===== src/rtl/fcpu_rob.sv =====
// 16-entry reorder buffer: in-order allocation from dispatch, out-of-order
// completion from the CDB, in-order commit of the head entry.
module fcpu_rob #(
    parameter int N_ROB_W    = 4,
    parameter int DATA_W     = 32,
    parameter int REG_ADDR_W = 5,
    parameter int RSV_ID_W   = 5
) (
    input  logic                  clk,
    input  logic                  rst,
    input  logic                  alloc_valid,
    output logic                  alloc_ready,
    input  logic [REG_ADDR_W-1:0] alloc_dst_reg,
    input  logic [2:0]            alloc_type,
    output logic [N_ROB_W-1:0]    alloc_id,
    input  logic                  cdb_valid,
    input  logic [RSV_ID_W-1:0]   cdb_tag,
    input  logic [DATA_W-1:0]     cdb_data,
    output logic                  commit_valid,
    input  logic                  commit_ready,
    output logic [N_ROB_W-1:0]    commit_id,
    output logic [2:0]            commit_type,
    output logic [REG_ADDR_W-1:0] commit_dst_reg,
    output logic [DATA_W-1:0]     commit_data,
    input  logic                  flush,
    output logic [N_ROB_W:0]      count
);
    localparam int                DEPTH    = 1 << N_ROB_W;
    localparam logic [N_ROB_W:0]  CNT_FULL = (N_ROB_W+1)'(DEPTH);
    localparam logic [N_ROB_W:0]  CNT_ONE  = 1;
    localparam logic [N_ROB_W-1:0] PTR_ONE = 1;

    logic [DEPTH-1:0]      valid_q;
    logic [DEPTH-1:0]      done_q;
    logic [2:0]            type_q [DEPTH];
    logic [REG_ADDR_W-1:0] dst_q  [DEPTH];
    logic [DATA_W-1:0]     data_q [DEPTH];
    logic [N_ROB_W-1:0]    head_q;
    logic [N_ROB_W-1:0]    tail_q;
    logic [N_ROB_W:0]      count_q;

    logic [N_ROB_W-1:0]          cdb_idx;
    logic [RSV_ID_W-N_ROB_W-1:0] cdb_hi;
    logic                        alloc_fire;
    logic                        cdb_fire;
    logic                        commit_fire;

    assign cdb_idx = cdb_tag[N_ROB_W-1:0];
    assign cdb_hi  = cdb_tag[RSV_ID_W-1:N_ROB_W];

    // No bypass from a same-cycle commit: a full buffer only frees up next cycle.
    assign alloc_ready = (count_q != CNT_FULL);
    assign alloc_id    = tail_q;
    assign alloc_fire  = alloc_valid && alloc_ready;

    // Tags with upper bits set belong to other producers and never hit the ROB.
    assign cdb_fire = cdb_valid && (cdb_hi == '0) && valid_q[cdb_idx] && !done_q[cdb_idx];

    assign commit_valid   = valid_q[head_q] && done_q[head_q] && !flush;
    assign commit_fire    = commit_valid && commit_ready;
    assign commit_id      = head_q;
    assign commit_type    = type_q[head_q];
    assign commit_dst_reg = dst_q[head_q];
    assign commit_data    = data_q[head_q];
    assign count          = count_q;

    always_ff @(posedge clk or posedge rst) begin
        if (rst) begin
            head_q  <= '0;
            tail_q  <= '0;
            count_q <= '0;
            valid_q <= '0;
            done_q  <= '0;
            for (int i = 0; i < DEPTH; i++) begin
                type_q[i] <= '0;
                dst_q[i]  <= '0;
                data_q[i] <= '0;
            end
        end else if (flush) begin
            head_q  <= '0;
            tail_q  <= '0;
            count_q <= '0;
            valid_q <= '0;
            done_q  <= '0;
        end else begin
            if (commit_fire) begin
                valid_q[head_q] <= 1'b0;
                done_q[head_q]  <= 1'b0;
                head_q          <= head_q + PTR_ONE;
            end
            if (cdb_fire) begin
                done_q[cdb_idx] <= 1'b1;
                data_q[cdb_idx] <= cdb_data;
            end
            // Allocation is written last so it wins over a CDB hit on the same index.
            if (alloc_fire) begin
                valid_q[tail_q] <= 1'b1;
                done_q[tail_q]  <= 1'b0;
                type_q[tail_q]  <= alloc_type;
                dst_q[tail_q]   <= alloc_dst_reg;
                tail_q          <= tail_q + PTR_ONE;
            end
            case ({alloc_fire, commit_fire})
                2'b10:   count_q <= count_q + CNT_ONE;
                2'b01:   count_q <= count_q - CNT_ONE;
                default: count_q <= count_q;
            endcase
        end
    end
endmodule


===== config.mk =====
export PLATFORM = sky130hd
export DESIGN_NAME = fcpu_rob
export DESIGN_NICKNAME = d
export VERILOG_FILES = /design/src/rtl/fcpu_rob.sv
export SDC_FILE = /design/constraint.sdc
export NUM_CORES = 1
export LEC_CHECK = 0
export CAP_MARGIN = 20
export CORE_MARGIN = 2
export CORE_UTILIZATION = 45
export DETAILED_ROUTE_END_ITERATION = 8
export DONT_BUFFER_PORTS = 1
export RECOVER_POWER = 25
export SLEW_MARGIN = 20
export SYNTH_ARGS = -nofsm -noshare
export SYNTH_HDL_FRONTEND = slang
export SYNTH_SLANG_ARGS = --single-unit

===== constraint.sdc =====
create_clock -name clk -period 25.1 [get_ports clk]
set_clock_uncertainty 0.1 [all_clocks]
set_input_delay 7.53 -clock clk [delete_from_list [all_inputs] [get_ports clk]]
set_output_delay 7.53 -clock clk [all_outputs]
set_load 0.005 [all_outputs]

* Word-level counts from Yosys, hierarchy flattened *
Cells that the tools add are included.

storage, ports and cells
  flip-flop bits (word level) = 685
  output and inout port bits = 55
  input bits = 51
  logic and storage cells = 150

cells by class
  equal/unequal tests = 3
  add/subtract/negate cells = 4
  order comparisons = 11
  reduce and logical (&&, ||, !) cells = 19
  bitwise logic cells = 12
  muxes and demuxes = 48

operators by type and width
  kind                                                                                  count
  512-bit bitwise mux                                                                   1
  16-bit two-way mux                                                                    10
  32-bit binary-select mux with 4-bit select                                            1
  32-bit demux with 4-bit select                                                        1
  32-bit two-way mux                                                                    3
  80-bit bitwise mux                                                                    1
  16-bit bitwise AND                                                                    3
  48-bit bitwise mux                                                                    1
  16-bit NOT                                                                            2
  16-bit OR                                                                             2
  5-bit binary-select mux with 4-bit select                                             1
  5-bit demux with 4-bit select                                                         1
  5-bit two-way mux                                                                     4
  1-bit binary-select mux with 4-bit select                                             4
  4-bit two-way mux                                                                     4
  5-bit greater-or-equal comparator (second input constant)                             3
  4-bit by 5-bit less-than comparator with 1-bit output (second input constant)         3
  4-bit NOT with 5-bit output                                                           3
  3-bit binary-select mux with 4-bit select                                             1
  1-bit demux with 4-bit select                                                         3
  3-bit demux with 4-bit select                                                         1
  4-bit by 1-bit greater-or-equal comparator with 1-bit output (second input constant)  3
  1-bit logical AND                                                                     12
  5-bit by 1-bit less-than comparator with 1-bit output (second input constant)         2
  other kinds (14)                                                                      27

* Longest topological paths before layout *
  depth after elaboration = 14
  mapped depth = 13
  depth with buffers taken out = 12

* Worst setup path after synthesis *
OpenSTA, ideal clock, no wires.

  path type = input to output
  from = in flush
  to = out commit_valid
  stages = 4
  slack = 9.011 ns
  required time = 17.470 ns
  arrival = 8.459 ns
  buffers on the path = 3
  cells stage by stage = clkbuf_1 -> buf_1 -> clkbuf_1 -> nor2_1

on the way
  word-level cells in the longest chain between the ends = 2

RTL lines
  item               line  RTL
  from (decl)        25    input logic flush,
  1-bit logical NOT  59    assign commit_valid = valid_q[head_q] && done_q[head_q] && !flush;
  1-bit logical AND  59
  to (decl)          19    output logic commit_valid,

No other way between the ends.

==> results.sh <==
export IMPL_ys_seq_area_frac=0.545
export IMPL_drt_pass1_iterations=8
export IMPL_p_switching_uw=506
export IMPL_synthSimpleGateAreaFrac=0.0284
export IMPL_dp_hpwl_mm=41.4
export IMPL_yosysWarnings=0
export IMPL_synth_edf_count=0
export IMPL_wire_per_inst_um=25.7
export IMPL_drt_iter0_drc=1140
export IMPL_grt_max_degree=193
export IMPL_wl_met2_mm=36.1
export IMPL_status="finished with violations"
export IMPL_holdBufCountCts=0
export IMPL_hold_path_class="register to register"
export IMPL_min_to="data_q[118]$_DFFE_PP0P_"
export IMPL_tightest_slew_ns=5.50
export IMPL_synth_top_family_by_area="multiplexers"
export IMPL_htree_levels=3
export IMPL_insertedDiodeCount=0
export IMPL_powerDensity_mw_per_mm2=66.8
export IMPL_synth_mux_area_frac=0.382
export IMPL_async_flop_share=1.00
export IMPL_syn_area_mm2=0.0314
export IMPL_crit_type="input port to async pin"
export IMPL_max_clock_path_buffers=3
export IMPL_path_delay_family="buffers and inverters"
export IMPL_fmax_mhz=65.2
export IMPL_cts_resized=0
export IMPL_p_int_uw=1820
export IMPL_gr_total_overflow=0
export IMPL_synth_main_ff_cell="dfrtp_1"
export IMPL_hold_viol_final=0
export IMPL_hold_depth=1
export IMPL_worst_slack_ns=9.75
export IMPL_crit_path_end_kind="async pin"
export IMPL_slew_headroom=-2.67
export IMPL_start_kind="input port"
export IMPL_required_ns=24.40
export IMPL_ys_types=48
export IMPL_cts_root_buf="clkbuf_16"
export IMPL_avgSynthCellArea_um2=15.9
export IMPL_cp_slowest_cell="clkbuf_1"
export IMPL_ys_top_cells_by_area="dfrtp_1 55%, mux2_2 23%, mux4_2 15%"
export IMPL_max_stage_delay_ns=4.01
export IMPL_grt_pass1_vias=18400
export IMPL_seqPwrFrac=0.492
export IMPL_fin_nets=1996
export IMPL_leakagePower_uw=0.0161
export IMPL_vias=17200
export IMPL_synth_cells=1981
export IMPL_antenna_found_initial=1
export IMPL_maxCapViolations=5
export IMPL_ir_worst_vdd_mv=0.0412
export IMPL_synth_area_leader_cell="dfrtp_1"
export IMPL_cp_num_cells=3
export IMPL_period_needed_ns=15.35
export IMPL_die_area_mm2=0.0720
export IMPL_yosysTopAreaCellShare=0.545
export IMPL_finalNonFillerCells=2920
export IMPL_dp_slack_ns=9.79
export IMPL_gp_congestion=0.813
export IMPL_ys_seq_elements=685
export IMPL_failed_checks="max-capacitance violations, max-slew violations"
export IMPL_fin_util=0.505
export IMPL_cpMostUsedCell="clkbuf_1"
export IMPL_routed_wl_mm=75.0
export IMPL_setup_tns_final_ns=0
export IMPL_cts_tree="yes"
export IMPL_cp_cell_sequence="clkinvlp_2 > clkbuf_1 > clkbuf_1"
export IMPL_clkPwrFrac=0.473
export IMPL_synth_compound_area_frac=0.0149
export IMPL_area_growth_pct=10.5
export IMPL_path_clk_slew_ns=0.05
export IMPL_cts_made_buffers=75
export IMPL_synth_xor_area_frac=0.00139
export IMPL_reg2reg_depth=13
export IMPL_drive_gt1_frac=0.503
export IMPL_dr_wl_met3_mm=4.23
export IMPL_routed_via_density=5.90
export IMPL_post_cts_setup_buffers=0
export IMPL_regToRegStartpoint="commit_id[1]$_DFFE_PP0P_"
export IMPL_worstHoldStart="data_q[118]$_DFFE_PP0P_"
export IMPL_clock_sinks=685
export IMPL_rsz0062_at_grt="no"
export IMPL_coreArea_mm2=0.0688
export IMPL_slew_viol_final=424
export IMPL_ios=106
export IMPL_die_h_um=268
export IMPL_r2r_slack_ns=20.10
export IMPL_swShare=0.218
export IMPL_r2r_end="count[4]$_DFFE_PP0P_"
export IMPL_die_width_um=268
export IMPL_cp_max_fo=104
export IMPL_portBuffers=0
export IMPL_worst_path_buf_inv=3
export IMPL_grt_pass1_wl_mm=116
export IMPL_pwr_share_comb=0.034
export IMPL_period_share=0.611
export IMPL_initial_core_util=0.457
export IMPL_clock_latency_ns=0.63
export IMPL_met1_length_mm=33.1
export IMPL_fillers=5724
export IMPL_drc=0
export IMPL_synthAdderAreaFrac=0.00502
export IMPL_place_inst=2785
export IMPL_route_top_layer_used="met4"
export IMPL_num_rows=96
export IMPL_ant_nets=0
export IMPL_finalSetupViolations=0
export IMPL_syn_nets=2044
export IMPL_worstPathArrival_ns=14.65
export IMPL_grt_usage=0.215
-- power by group through the flow --
stage	sequential, µW	clock [µW]	combinational, µW
6_report	1140	1100	79.8
5_1_grt	1150	1170	88.6
3_5_place_dp	1160	0	81.8
3_3_place_gp	1160	0	78.5
4_1_cts	1140	1130	82.0
2_1_floorplan	1160	0	70.5
-- through the flow --
stage	cell area [µm²]	hold WS, ns	power [µW]
global placement	32300	0.363	1240
floorplan	31400	0.353	1230
CTS	34700	0.388	2350
detailed placement	32300	0.376	1250
global route	34700	0.400	2410
finish	34700	0.386	2320
-- routing by layer --
layer / up-vias / track usage
li1: 7300 / -
met1: 9425 / 0.299
met2: 408 / 0.345
met3: 106 / 0.0428
met4: 0 / 0.0618
met5: - / 0
-- Yosys cell counts, drive strengths merged (11+ instances only) --
library cell,number
nand2,63
buf,60
inv,16
nor2b,32
nor2,23
mux4,206
dfrtp,685
clkbuf,97
mux2,645
a221oi,16
ha,11
o21ai,35
-- worst max-delay path by stage --
stage | from | endpoint | slack (ns)
6_report | rst | data_q[269]$_DFFE_PP0P_ | 9.75
3_5_place_dp | flush | commit_valid | 9.79
4_1_cts | flush | commit_valid | 9.79
2_1_floorplan | rst | alloc_id[0]$_DFFE_PP0P_ | 8.10
3_3_place_gp | flush | commit_valid | 9.80
5_1_grt | rst | data_q[206]$_DFFE_PP0P_ | 7.97
-- registers in the layout, indices dropped and copies added (netlist names) --
name / flops
count: 5
valid_q: 16
data_q: 512
commit_id: 4
alloc_id: 4
done_q: 16
dst_q: 80
type_q: 48
-- cells in the final DEF, fill, tap and decap left out, types with 4 or more instances in the layout --
cell / count
a21oi_1: 8
a221oi_1: 16
a31oi_1: 4
and3_1: 6
buf_4: 23
clkbuf_1: 26
clkbuf_16: 76
clkbuf_8: 20
clkinv_2: 7
dfrtp_1: 681
dfrtp_4: 4
ha_1: 11
inv_1: 15
mux2_1: 12
mux2_2: 633
mux2i_1: 9
mux4_2: 206
nand2_1: 60
nand2b_1: 9
nand3_1: 10
nor2_1: 14
nor2_4: 9
nor2b_1: 31
nor3_1: 4
nor3b_1: 5
o21ai_0: 34
-- final cells by class --
| class | instances | area (µm²) | share of cell area |
|---|---|---|---|
| Clock buffer | 117 | 2260 | 0.0649 |
| Tap cell | 931 | 1160 | 0.0335 |
| Timing Repair Buffer | 32 | 270 | 0.00778 |
| Multi-Input combinational cell | 1123 | 13600 | 0.393 |
| Sequential cell | 685 | 17200 | 0.494 |
| Clock inverter | 16 | 199 | 0.00573 |
| Inverter | 16 | 61.3 | 0.00176 |
-- cell families after synthesis --
logic type / count (synthesis)
AND/OR/NAND/NOR: 172
flip-flops: 685
buffers and inverters: 173
adder cells (fa/ha/maj): 12
AO/OA/AOI/OAI: 74
XOR/XNOR: 5
multiplexers: 860
Note: power is estimated with default switching activity, not from simulation.
